### src/rtl/clip_mem_sequencer.sv
// Record/playback sequencer for a two-clip sample memory.
// Record writes deserializer samples to a clip block; play reads them out at a fixed rate.
module clip_mem_sequencer #(
    parameter int unsigned CLIP_LEN = 16000,
    parameter int unsigned ADDR_W   = 15,
    parameter int unsigned CNT_W    = 14,
    parameter int unsigned RATE_DIV = 6250
) (
    input  logic              clock,
    input  logic              reset,
    input  logic              start,
    input  logic              mode,
    input  logic              clip_sel,
    input  logic              abort,
    input  logic              des_valid,
    input  logic              ser_ready,
    output logic [ADDR_W-1:0] mem_addr,
    output logic              mem_we,
    output logic              mem_re,
    output logic              ser_load,
    output logic              busy,
    output logic              done,
    output logic              err,
    output logic [CNT_W-1:0]  len0,
    output logic [CNT_W-1:0]  len1
);

    localparam int unsigned DIV_W = (RATE_DIV > 1) ? $clog2(RATE_DIV) : 1;

    typedef enum logic [2:0] {
        StIdle,
        StRec,
        StPlayRd,
        StPlayWait,
        StPlayLoad,
        StFinish
    } state_e;

    state_e             state_q, state_d;
    logic [CNT_W-1:0]   cnt_q, cnt_d;
    logic [CNT_W-1:0]   len0_q, len0_d;
    logic [CNT_W-1:0]   len1_q, len1_d;
    logic [DIV_W-1:0]   div_q, div_d;
    logic               mode_q, mode_d;
    logic               clip_q, clip_d;
    logic               err_q, err_d;

    logic               in_play;
    logic               tick;
    logic [CNT_W-1:0]   sel_len;
    logic [CNT_W-1:0]   cur_len;
    logic [CNT_W-1:0]   cnt_inc;

    assign in_play = (state_q == StPlayRd) || (state_q == StPlayWait) || (state_q == StPlayLoad);
    assign tick    = in_play && (div_q == DIV_W'(RATE_DIV - 1));
    assign sel_len = clip_sel ? len1_q : len0_q;
    assign cur_len = clip_q ? len1_q : len0_q;
    assign cnt_inc = cnt_q + CNT_W'(1);

    always_comb begin
        state_d = state_q;
        cnt_d   = cnt_q;
        len0_d  = len0_q;
        len1_d  = len1_q;
        mode_d  = mode_q;
        clip_d  = clip_q;
        err_d   = 1'b0;
        // Divider free-runs through all play states so a stalled load eats into the next period.
        div_d   = in_play ? (tick ? '0 : div_q + DIV_W'(1)) : '0;

        unique case (state_q)
            StIdle: begin
                if (start) begin
                    mode_d = mode;
                    clip_d = clip_sel;
                    cnt_d  = '0;
                    if (mode) begin
                        state_d = StRec;
                        if (clip_sel) len1_d = '0;
                        else          len0_d = '0;
                    end else if (sel_len != '0) begin
                        state_d = StPlayRd;
                    end else begin
                        err_d = 1'b1;
                    end
                end
            end
            StRec: begin
                if (des_valid) begin
                    cnt_d = cnt_inc;
                    if (abort || (cnt_q == CNT_W'(CLIP_LEN - 1))) state_d = StFinish;
                end else if (abort) begin
                    state_d = StFinish;
                end
            end
            StPlayRd: begin
                if (abort)     state_d = StFinish;
                else if (tick) state_d = StPlayWait;
            end
            StPlayWait: begin
                state_d = abort ? StFinish : StPlayLoad;
            end
            StPlayLoad: begin
                if (abort) begin
                    state_d = StFinish;
                end else if (ser_ready) begin
                    cnt_d   = cnt_inc;
                    state_d = (cnt_inc == cur_len) ? StFinish : StPlayRd;
                end
            end
            StFinish: begin
                if (mode_q) begin
                    if (clip_q) len1_d = cnt_q;
                    else        len0_d = cnt_q;
                end
                state_d = StIdle;
            end
            default: state_d = StIdle;
        endcase
    end

    always_ff @(posedge clock or negedge reset) begin
        if (!reset) begin
            state_q <= StIdle;
            cnt_q   <= '0;
            len0_q  <= '0;
            len1_q  <= '0;
            div_q   <= '0;
            mode_q  <= 1'b0;
            clip_q  <= 1'b0;
            err_q   <= 1'b0;
        end else begin
            state_q <= state_d;
            cnt_q   <= cnt_d;
            len0_q  <= len0_d;
            len1_q  <= len1_d;
            div_q   <= div_d;
            mode_q  <= mode_d;
            clip_q  <= clip_d;
            err_q   <= err_d;
        end
    end

    assign mem_addr = (clip_q ? ADDR_W'(CLIP_LEN) : '0) + ADDR_W'(cnt_q);
    assign mem_we   = (state_q == StRec) && des_valid;
    assign mem_re   = (state_q == StPlayRd) && tick && !abort;
    assign ser_load = (state_q == StPlayLoad) && ser_ready && !abort;
    assign busy     = (state_q != StIdle);
    assign done     = (state_q == StFinish);
    assign err      = err_q;
    assign len0     = len0_q;
    assign len1     = len1_q;

endmodule

### config.mk
export PLATFORM = sky130hd
export DESIGN_NAME = clip_mem_sequencer
export DESIGN_NICKNAME = d
export VERILOG_FILES = /design/src/rtl/clip_mem_sequencer.sv
export SDC_FILE = /design/constraint.sdc
export NUM_CORES = 1
export LEC_CHECK = 0
export CORE_MARGIN = 2
export CORE_UTILIZATION = 46
export CTS_BUF_LIST = sky130_fd_sc_hd__clkbuf_4 sky130_fd_sc_hd__clkbuf_8
export CTS_CLUSTER_SIZE = 10
export DETAILED_ROUTE_END_ITERATION = 8
export GPL_ROUTABILITY_DRIVEN = 0
export PLACE_DENSITY = 0.72
export SLEW_MARGIN = 40
export SYNTH_ARGS = -nofsm -noshare
export SYNTH_HDL_FRONTEND = slang
export SYNTH_SLANG_ARGS = --single-unit
export TNS_END_PERCENT = 20
### constraint.sdc
create_clock -name clock -period 2.3 [get_ports clock]
set_clock_uncertainty 0.1 [all_clocks]
set_input_delay 0.69 -clock clock [delete_from_list [all_inputs] [get_ports clock]]
set_output_delay 0.69 -clock clock [all_outputs]
set_load 0.1 [all_outputs]
# Yosys cells after proc, flatten, opt, wreduce, memory -nomap -nowiden

Cells that the tools add are included.

Register bits: 61
Latch bits: 0
Bits in writable memories: 0
ROM bits: 0
Output and inout bits: 49
Memories: 0

Add/subtract/negate cells: 3
Multiply operators: 0
Divide/modulo/power cells: 0
Order comparisons: 0
Eq/ne operators: 23
Shift operators: 0
Muxes and demuxes: 39
Bitwise operators: 0
Reduce and logical (&&, ||, !) cells: 20

Operators by type and width:

| kind                    | count |
|---|---|
| $mux W14                | 17 |
| $pmux W14 S2            | 2 |
| $pmux W14 S3            | 1 |
| $mux W3                 | 11 |
| $mux W13                | 2 |
| $reduce_and A6 Y1       | 3 |
| $ne A2 B2 Y1 const B    | 8 |
| $add A14 B14 Y15        | 1 |
| $ne A3 B3 Y1 const B    | 5 |
| $pmux W3 S5             | 1 |
| $add A14 B1 Y14 const B | 1 |
| $eq A14 B14 Y1          | 1 |
| $eq A14 B14 Y1 const B  | 1 |
| $reduce_bool A14 Y1     | 1 |
| $add A13 B1 Y13 const B | 1 |
| $eq A13 B13 Y1 const B  | 1 |
| $eq A3 B2 Y1 const B    | 2 |
| $eq A3 B3 Y1 const B    | 2 |
| $logic_and A1 B1 Y1     | 6 |
| $reduce_bool A3 Y1      | 2 |
| $mux W1                 | 5 |
| $reduce_and A5 Y1       | 1 |
| $ne A2 B1 Y1 const B    | 2 |
| $eq A3 B1 Y1 const B    | 1 |
| 5 further kinds         | 7 |

# Depth between registers and ports, before layout

Gate-level depths: netlist of run 1.

Depth in word-level cells: 7
Depth in mapped cells: 9

# Least setup slack after synthesis of run 1

No wires, ideal clock.

Path kind: register to output
Start point: register state_q[2]
End point: output port ser_load
Data arrival time: 3.941 ns
Slack: -2.431 ns
Cell stages (with the launch flop): 4
Buffers on the path: 1
Path through: dfrtp_1 clkbuf_1 nand2b_1 nor4b_1

Word-level cells in the longest chain between the ends: 3

Ends and longest elaborated chain:

| what                              | line | source |
|---|---|---|
| start: declaration                | 39   | `state_e state_q, state_d;` |
| start signal: assignment          | 124  | `state_q <= StIdle;` |
| start signal: assignment          | 133  | `state_q <= state_d;` |
| $eq A3 B3 Y1                      | 147  | `assign ser_load = (state_q == StPlayLoad) && ser_ready && !abort;` |
| $logic_and A1 B1 Y1 (2 in series) | 147  |  |
| end: declaration                  | 20   | `output logic ser_load,` |

Every way passes these cells.

# Worst setup path in the final report of run 1

Start point: register clip_q
End point: output port mem_addr[13]

Word-level cells in the longest chain between the ends: 2

Ends and longest elaborated chain:

| what                     | line | source |
|---|---|---|
| start: declaration       | 45   | `logic clip_q, clip_d;` |
| start signal: assignment | 139  | `clip_q <= clip_d;` |
| $mux W14                 | 144  | `assign mem_addr = (clip_q ? ADDR_W'(CLIP_LEN) : '0) + ADDR_W'(cnt_q);` |
| $add A14 B14 Y15         | 144  |  |
| end: declaration         | 17   | `output logic [ADDR_W-1:0] mem_addr,` |

Every way passes these cells.

==> results of run 1 <==
==> layout make-up <==
cell class / instances / area, µm²
Tap cell: 105 / 131.4
Clock buffer: 10 / 137.6
Inverter: 21 / 82.58
Multi-Input combinational cell: 323 / 2351
Clock inverter: 6 / 86.33
Fill cell: 515 / 1963
Timing Repair Buffer: 153 / 1823
Sequential cell: 61 / 1559
==> sequential cells by signal, indices dropped and copies added (netlist names) <==
name / cells
clip_q: 1
cnt_q: 14
div_q: 13
err: 1
len0: 14
len1: 14
mode_q: 1
state_q: 3
==> worst min path at each step <==
stage                     endpoint  slack, ns
after floorplan             clip_q       0.29
after global placement      mode_q       0.39
after detailed placement    mode_q       0.39
after CTS                 div_q[7]       0.24
after global routing      div_q[7]       0.26
final                     div_q[7]       0.23
==> cell families (layout without fill, tap and decap cells) <==
kind of cell | after synthesis | after routing | synth area share (%)
fa+ha+maj | 10 | 10 | 3.269
buf+inv | 56 | 190 | 6.538
simple gates | 173 | 173 | 23.50
flops | 61 | 61 | 39.88
compound gates | 87 | 87 | 14.19
xor+xnor | 39 | 39 | 8.925
mux | 14 | 14 | 3.694
==> power by group through the flow <==
stage	clock network (mW)	registers, mW	logic [mW]
after floorplan	0	1.70	1.83
final	1.09	1.36	3.74
after detailed placement	0	1.37	3.46
after global placement	0	1.36	3.39
after global routing	1.15	1.38	3.94
after CTS	1.10	1.36	3.61
==> timing repair <==
action / in CTS / in global routing
endpoints found under the hold margin: 0 / 0
pin swaps: 15 / 7
buffers inserted: 5 / 3
endpoints found under the setup margin: 28 / 22
gates resized for setup: 30 / 21
gates cloned: 0 / 0
==> worst max-delay path: cells and delay by family, from the launching register on <==
family	cells	cell delay (ns)
xor+xnor	1	0.15
buf+inv	1	0.19
flops	1	0.46
compound gates	4	0.64
fa+ha+maj	2	0.37
==> layout by cell type, fill, tap and decap left out, types with 5 or more instances in the layout <==
master    count
nor2_1       30
dfrtp_2      26
xor2_1       11
nor4_1       10
nand2_1      50
nor3_1        8
inv_1        20
dfrtp_1      35
mux2i_1      11
and3_1        5
o21ai_1       8
ha_1          6
buf_12       52
o21ai_0      38
a21oi_1       5
clkbuf_8     10
nand3_1      28
buf_4        90
xnor2_1      23
==> stage by stage <==
| step | cells | worst slack [ns] | hold WS [ns] | util (%) |
|---|---|---|---|---|
| 2_1_floorplan | 440 | -0.3658 | 0.2944 | - |
| 3_3_place_gp | 655 | -0.6687 | 0.3875 | 70.28 |
| 3_5_place_dp | 655 | -0.8170 | 0.3941 | 70.28 |
| 4_1_cts | 676 | -0.6806 | 0.2438 | 74.87 |
| 5_1_grt | 679 | -0.7401 | 0.2572 | 75.87 |
| 6_report | 679 | -0.6499 | 0.2312 | 75.87 |
==> routing by layer <==
metal	routed length (µm)	global-route usage, %	vias to the layer above
met5	0	0	-
met4	392	11.59	0
met3	706	6.957	31
met2	5887	45.01	172
met1	4639	33.79	1892
li1	-	-	1790
==> synth_stat cells, types with 4 or more instances <==
| cell | instances |
|---|---|
| dfrtp_1 | 61 |
| a21oi_1 | 9 |
| ha_1 | 10 |
| nand2b_1 | 6 |
| xnor2_1 | 26 |
| buf_4 | 8 |
| clkbuf_1 | 19 |
| nand2_1 | 50 |
| inv_1 | 21 |
| nand4_1 | 4 |
| buf_2 | 7 |
| mux2i_1 | 13 |
| nor4_1 | 11 |
| nand3_1 | 29 |
| nor3_1 | 10 |
| and3_1 | 6 |
| nor2_1 | 31 |
| xor2_1 | 13 |
| o21a_1 | 4 |
| o31ai_1 | 5 |
| o21ai_0 | 49 |
==> flow_summary.toml, run 1 <==
[outcome]
status = "complete, but fails checks"
violations = "setup timing"

[clock_network]
holdBufCountCts = 0
clk_path_buf_depth = 2
cts_tree = "yes"
clkTransAtPathRegs_ns = 0.07
cts-root-buf = "clkbuf_8"
htreeDepth = 3
cts.sinks = 61
clock_latency_ns = 0.35
cts_buffers = 9

[worst_setup_path]
cp_common_cell = "ha_4"
cp_max_fo = 4
required_ns = 1.51
cp_slowest_cell = "dfrtp_2"
critPathArrivalTime_ns = 2.16
crit_chain = "ha_4, ha_4, a21o_1, a21oi_4, o21bai_1, a21oi_2, xnor2_4, buf_12"
crit_end = "mem_addr[13]"
end_kind = "primary output"
startpoint_type = "flop"
reg2reg_to = "state_q[1]"
rr_worst_depth = 9
worstSetupPathType = "reg2out"
critPathLaunch = "clip_q"
r2r_start = "clip_q"
r2r_slack_ns = -0.22
slowest_delay_ns = 0.46

[placement]
post_dp_cell_area_um2 = 5717
dp_hpwl_um = 8184
numPortBuffers = 56

[yosys]
post-synth-top-area-cell = "dfrtp_1"
syn_area_um2 = 3827
synthTopCellsByArea = "dfrtp_1 40%, o21ai_0 6.4%, xnor2_1 5.9%"
ys_ff_latch = 61
synth_nets = 458
dominantRegCellSynth = "dfrtp_1"
synth.avg_cell_area_um2 = 8.699
yosysWarningCount = 0
synthCells = 440
async_flop_share_pct = 100.0
synth_edf_count = 0
synth.yosys.seq_area_share_pct = 39.88
ys_types = 60
synth_top_area_share_pct = 39.88

[power_and_ir_drop]
combPwrFrac_pct = 60.4
internal-power_mw = 3.330
p_leak_nw = 2.574
p_sw_share_pct = 46.20
powerDensity_nw_per_um2 = 1003
pwr-share-seq_pct = 22.0
vdd.ir_drop.worst_uv = 565.0
power.switching_mw = 2.860
finalPower_mw = 6.191
p_clk_share_pct = 17.7

[sta]
setup_viol = 13
worst_pin_slew_ns = 0.5819
setup_ws_ns = -0.6499
period_share_pct = 128.3
rsz0062_at_grt = "true"
slew-limit-headroom_pct = 60.85
period_minus_slack_ns = 2.950
max_freq_mhz = 339.0
hold_violations = 0
setup-tns-final_ns = -3.597
final_max_slew_viol_count = 0

[detailed_routing]
totalWireLength_um = 11630
viasPerCell = 5.722
ant_nets = 0
num_vias = 3885
wl_per_cell_um = 17.12
drc = 0
drt_iter0_markers = 327
first_pass_iters = 5

[hold_path]
holdCritPathClass = "in2async"

[job]
maxCapViolCount = 0

[floorplan]
chipWidth_um = 95.22
dieArea_um2 = 9066
ioPinCount = 57
die_y_um = 95.22
start_util_pct = 47.05
fp.coreArea_um2 = 8134
rows = 33

[grt]
grt_pass1_wl_um = 18750
grt_use_total_pct = 27.24
grt_antenna_before_repair = 0
grt_overflow = 0
grt_pass1_vias = 3826
grt_max_degree = 62

[finish]
syn_to_final_growth_pct = 61.23
drive_gt1_share_pct = 41.46
diodes = 0
nNetsFinal = 587
final_area_um2 = 6171
Note: power is estimated with default switching activity, not from simulation.
==> run 2, diff against run 1 <==
Settings changed: CORE_UTILIZATION 46 to 51, PLACE_DENSITY 0.72 to 0.79.
==> run 2 against run 1 <==
Against the previous run:
- the run still ends with setup timing left
- largest power group unchanged
- die area down 9.4%
- cell area up 0.77%
- clock power decreased by 8%
- utilization is 9.9 points higher
==> flow_summary.toml, run 2 (synthesized netlist as in run 1, its figures left out) <==
[detailed_routing]
viasPerCell = 6.139
first_pass_iters = 5
num_vias = 4162
drc = 0
totalWireLength_um = 13760
drt_iter0_markers = 439
wl_per_cell_um = 20.29
ant_nets = 0

[clock_network]
clock_latency_ns = 0.36
cts_buffers = 9
clkTransAtPathRegs_ns = 0.08
cts-root-buf = "clkbuf_8"
holdBufCountCts = 0
cts_tree = "yes"
htreeDepth = 3
cts.sinks = 61
clk_path_buf_depth = 2

[worst_setup_path]
reg2reg_to = "state_q[1]"
cp_max_fo = 4
startpoint_type = "flop"
worstSetupPathType = "reg2out"
critPathArrivalTime_ns = 2.21
r2r_start = "clip_q"
rr_worst_depth = 11
end_kind = "primary output"
r2r_slack_ns = -0.46
required_ns = 1.51

[placement]
post-place-ws_ns = -0.8130
dp_hpwl_um = 8556
post_dp_cell_area_um2 = 5709
numPortBuffers = 56

[sta]
final_max_slew_viol_count = 0
setup-tns-final_ns = -4.597
period_share_pct = 130.5
max_freq_mhz = 333.1
rsz0062_at_grt = "true"
setup_viol = 12
worst_pin_slew_ns = 0.5767
period_minus_slack_ns = 3.002
setup_ws_ns = -0.7019
slew-limit-headroom_pct = 61.55
hold_violations = 0

[finish]
mostFrequentLayoutCells = "93 x buf_4, 52 x buf_12, 50 x nand2_1"
nNetsFinal = 592
drive_gt1_share_pct = 41.80
final_common_cell = "buf_4"
final_area_um2 = 6218
syn_to_final_growth_pct = 62.47
num-fill-cells = 338
diodes = 0

[grt]
grt_use_total_pct = 34.52
grt_pass1_wl_um = 22250
met3_usage_pct = 5.760
grt_overflow = 0
grt_pass1_vias = 4338
grt_antenna_before_repair = 0
grt_use_met1_pct = 41.74
grtUsageMet2_pct = 58.33
grt_max_degree = 29
busiest_layer = "met2"

[floorplan]
ioPinCount = 57
dieArea_um2 = 8214
chipWidth_um = 90.63
fp.coreArea_um2 = 7253
start_util_pct = 52.77
rows = 31
die_y_um = 90.63

[job]
maxCapViolCount = 0

[power_and_ir_drop]
powerDensity_nw_per_um2 = 997.3
p_leak_nw = 2.584
vdd.ir_drop.worst_uv = 584.1

[outcome]
status = "complete, but fails checks"
violations = "setup timing"

[hold_path]
holdCritPathClass = "in2async"
## run 2: repair_timing
| item | in CTS | in global routing |
|---|---|---|
| pin swaps | 15 | 4 |
| endpoints found under the hold margin | 0 | 0 |
| endpoints found under the setup margin | 29 | 20 |
| buffers inserted | 13 | 2 |
| gates resized for setup | 45 | 9 |
## run 2: area by class of cell
type	count	area, µm²	area share [%]
Multi-Input combinational cell	323	2380	38.27
Sequential cell	61	1560	25.09
Clock buffer	10	137.6	2.213
Tap cell	99	123.9	1.992
Timing Repair Buffer	158	1872	30.10
Clock inverter	6	62.56	1.006
Inverter	21	82.58	1.328
## run 2: where the power goes
group	leakage [nW]	switching, mW	internal [mW]	total [mW]
Clock	0.0943	0.476	0.525	1.00
Sequential	0.797	0.159	1.20	1.36
Combinational	1.69	2.32	1.52	3.84
Total	2.58	2.96	3.24	6.20
## run 2: worst max-delay path, stage by stage (launching register included)
cell and delay (ns):
dfrtp_2 0.47, ha_4 0.20, ha_4 0.16, a21o_1 0.19, a21oi_4 0.14, o21bai_1 0.10
a21oi_2 0.24, xnor2_4 0.15, buf_12 0.19
## run 2: worst max path at each step
stage,from,end,depth (start not counted)
floorplan,clip_q,mem_addr[13],6
global placement,clip_sel,state_q[0],7
detailed placement,clip_sel,state_q[1],7
CTS,clip_q,mem_addr[13],8
global route,clip_q,mem_addr[13],8
finish,clip_q,mem_addr[13],8
## run 2: stage by stage
stage | total power, mW | util (%) | cells | hold slack [ns]
2_1_floorplan | 3.529 | - | 440 | 0.2944
3_3_place_gp | 4.727 | 78.71 | 649 | 0.3882
3_5_place_dp | 4.819 | 78.71 | 649 | 0.3989
4_1_cts | 6.058 | 85.20 | 678 | 0.2262
5_1_grt | 6.405 | 85.73 | 678 | 0.2595
6_report | 6.202 | 85.73 | 678 | 0.2237
## run 2: per-layer routing
metal	vias to the layer above	wire, µm
li1	1810	-
met1	1976	4874
met2	292	6973
met3	84	1236
met4	0	675
met5	-	0
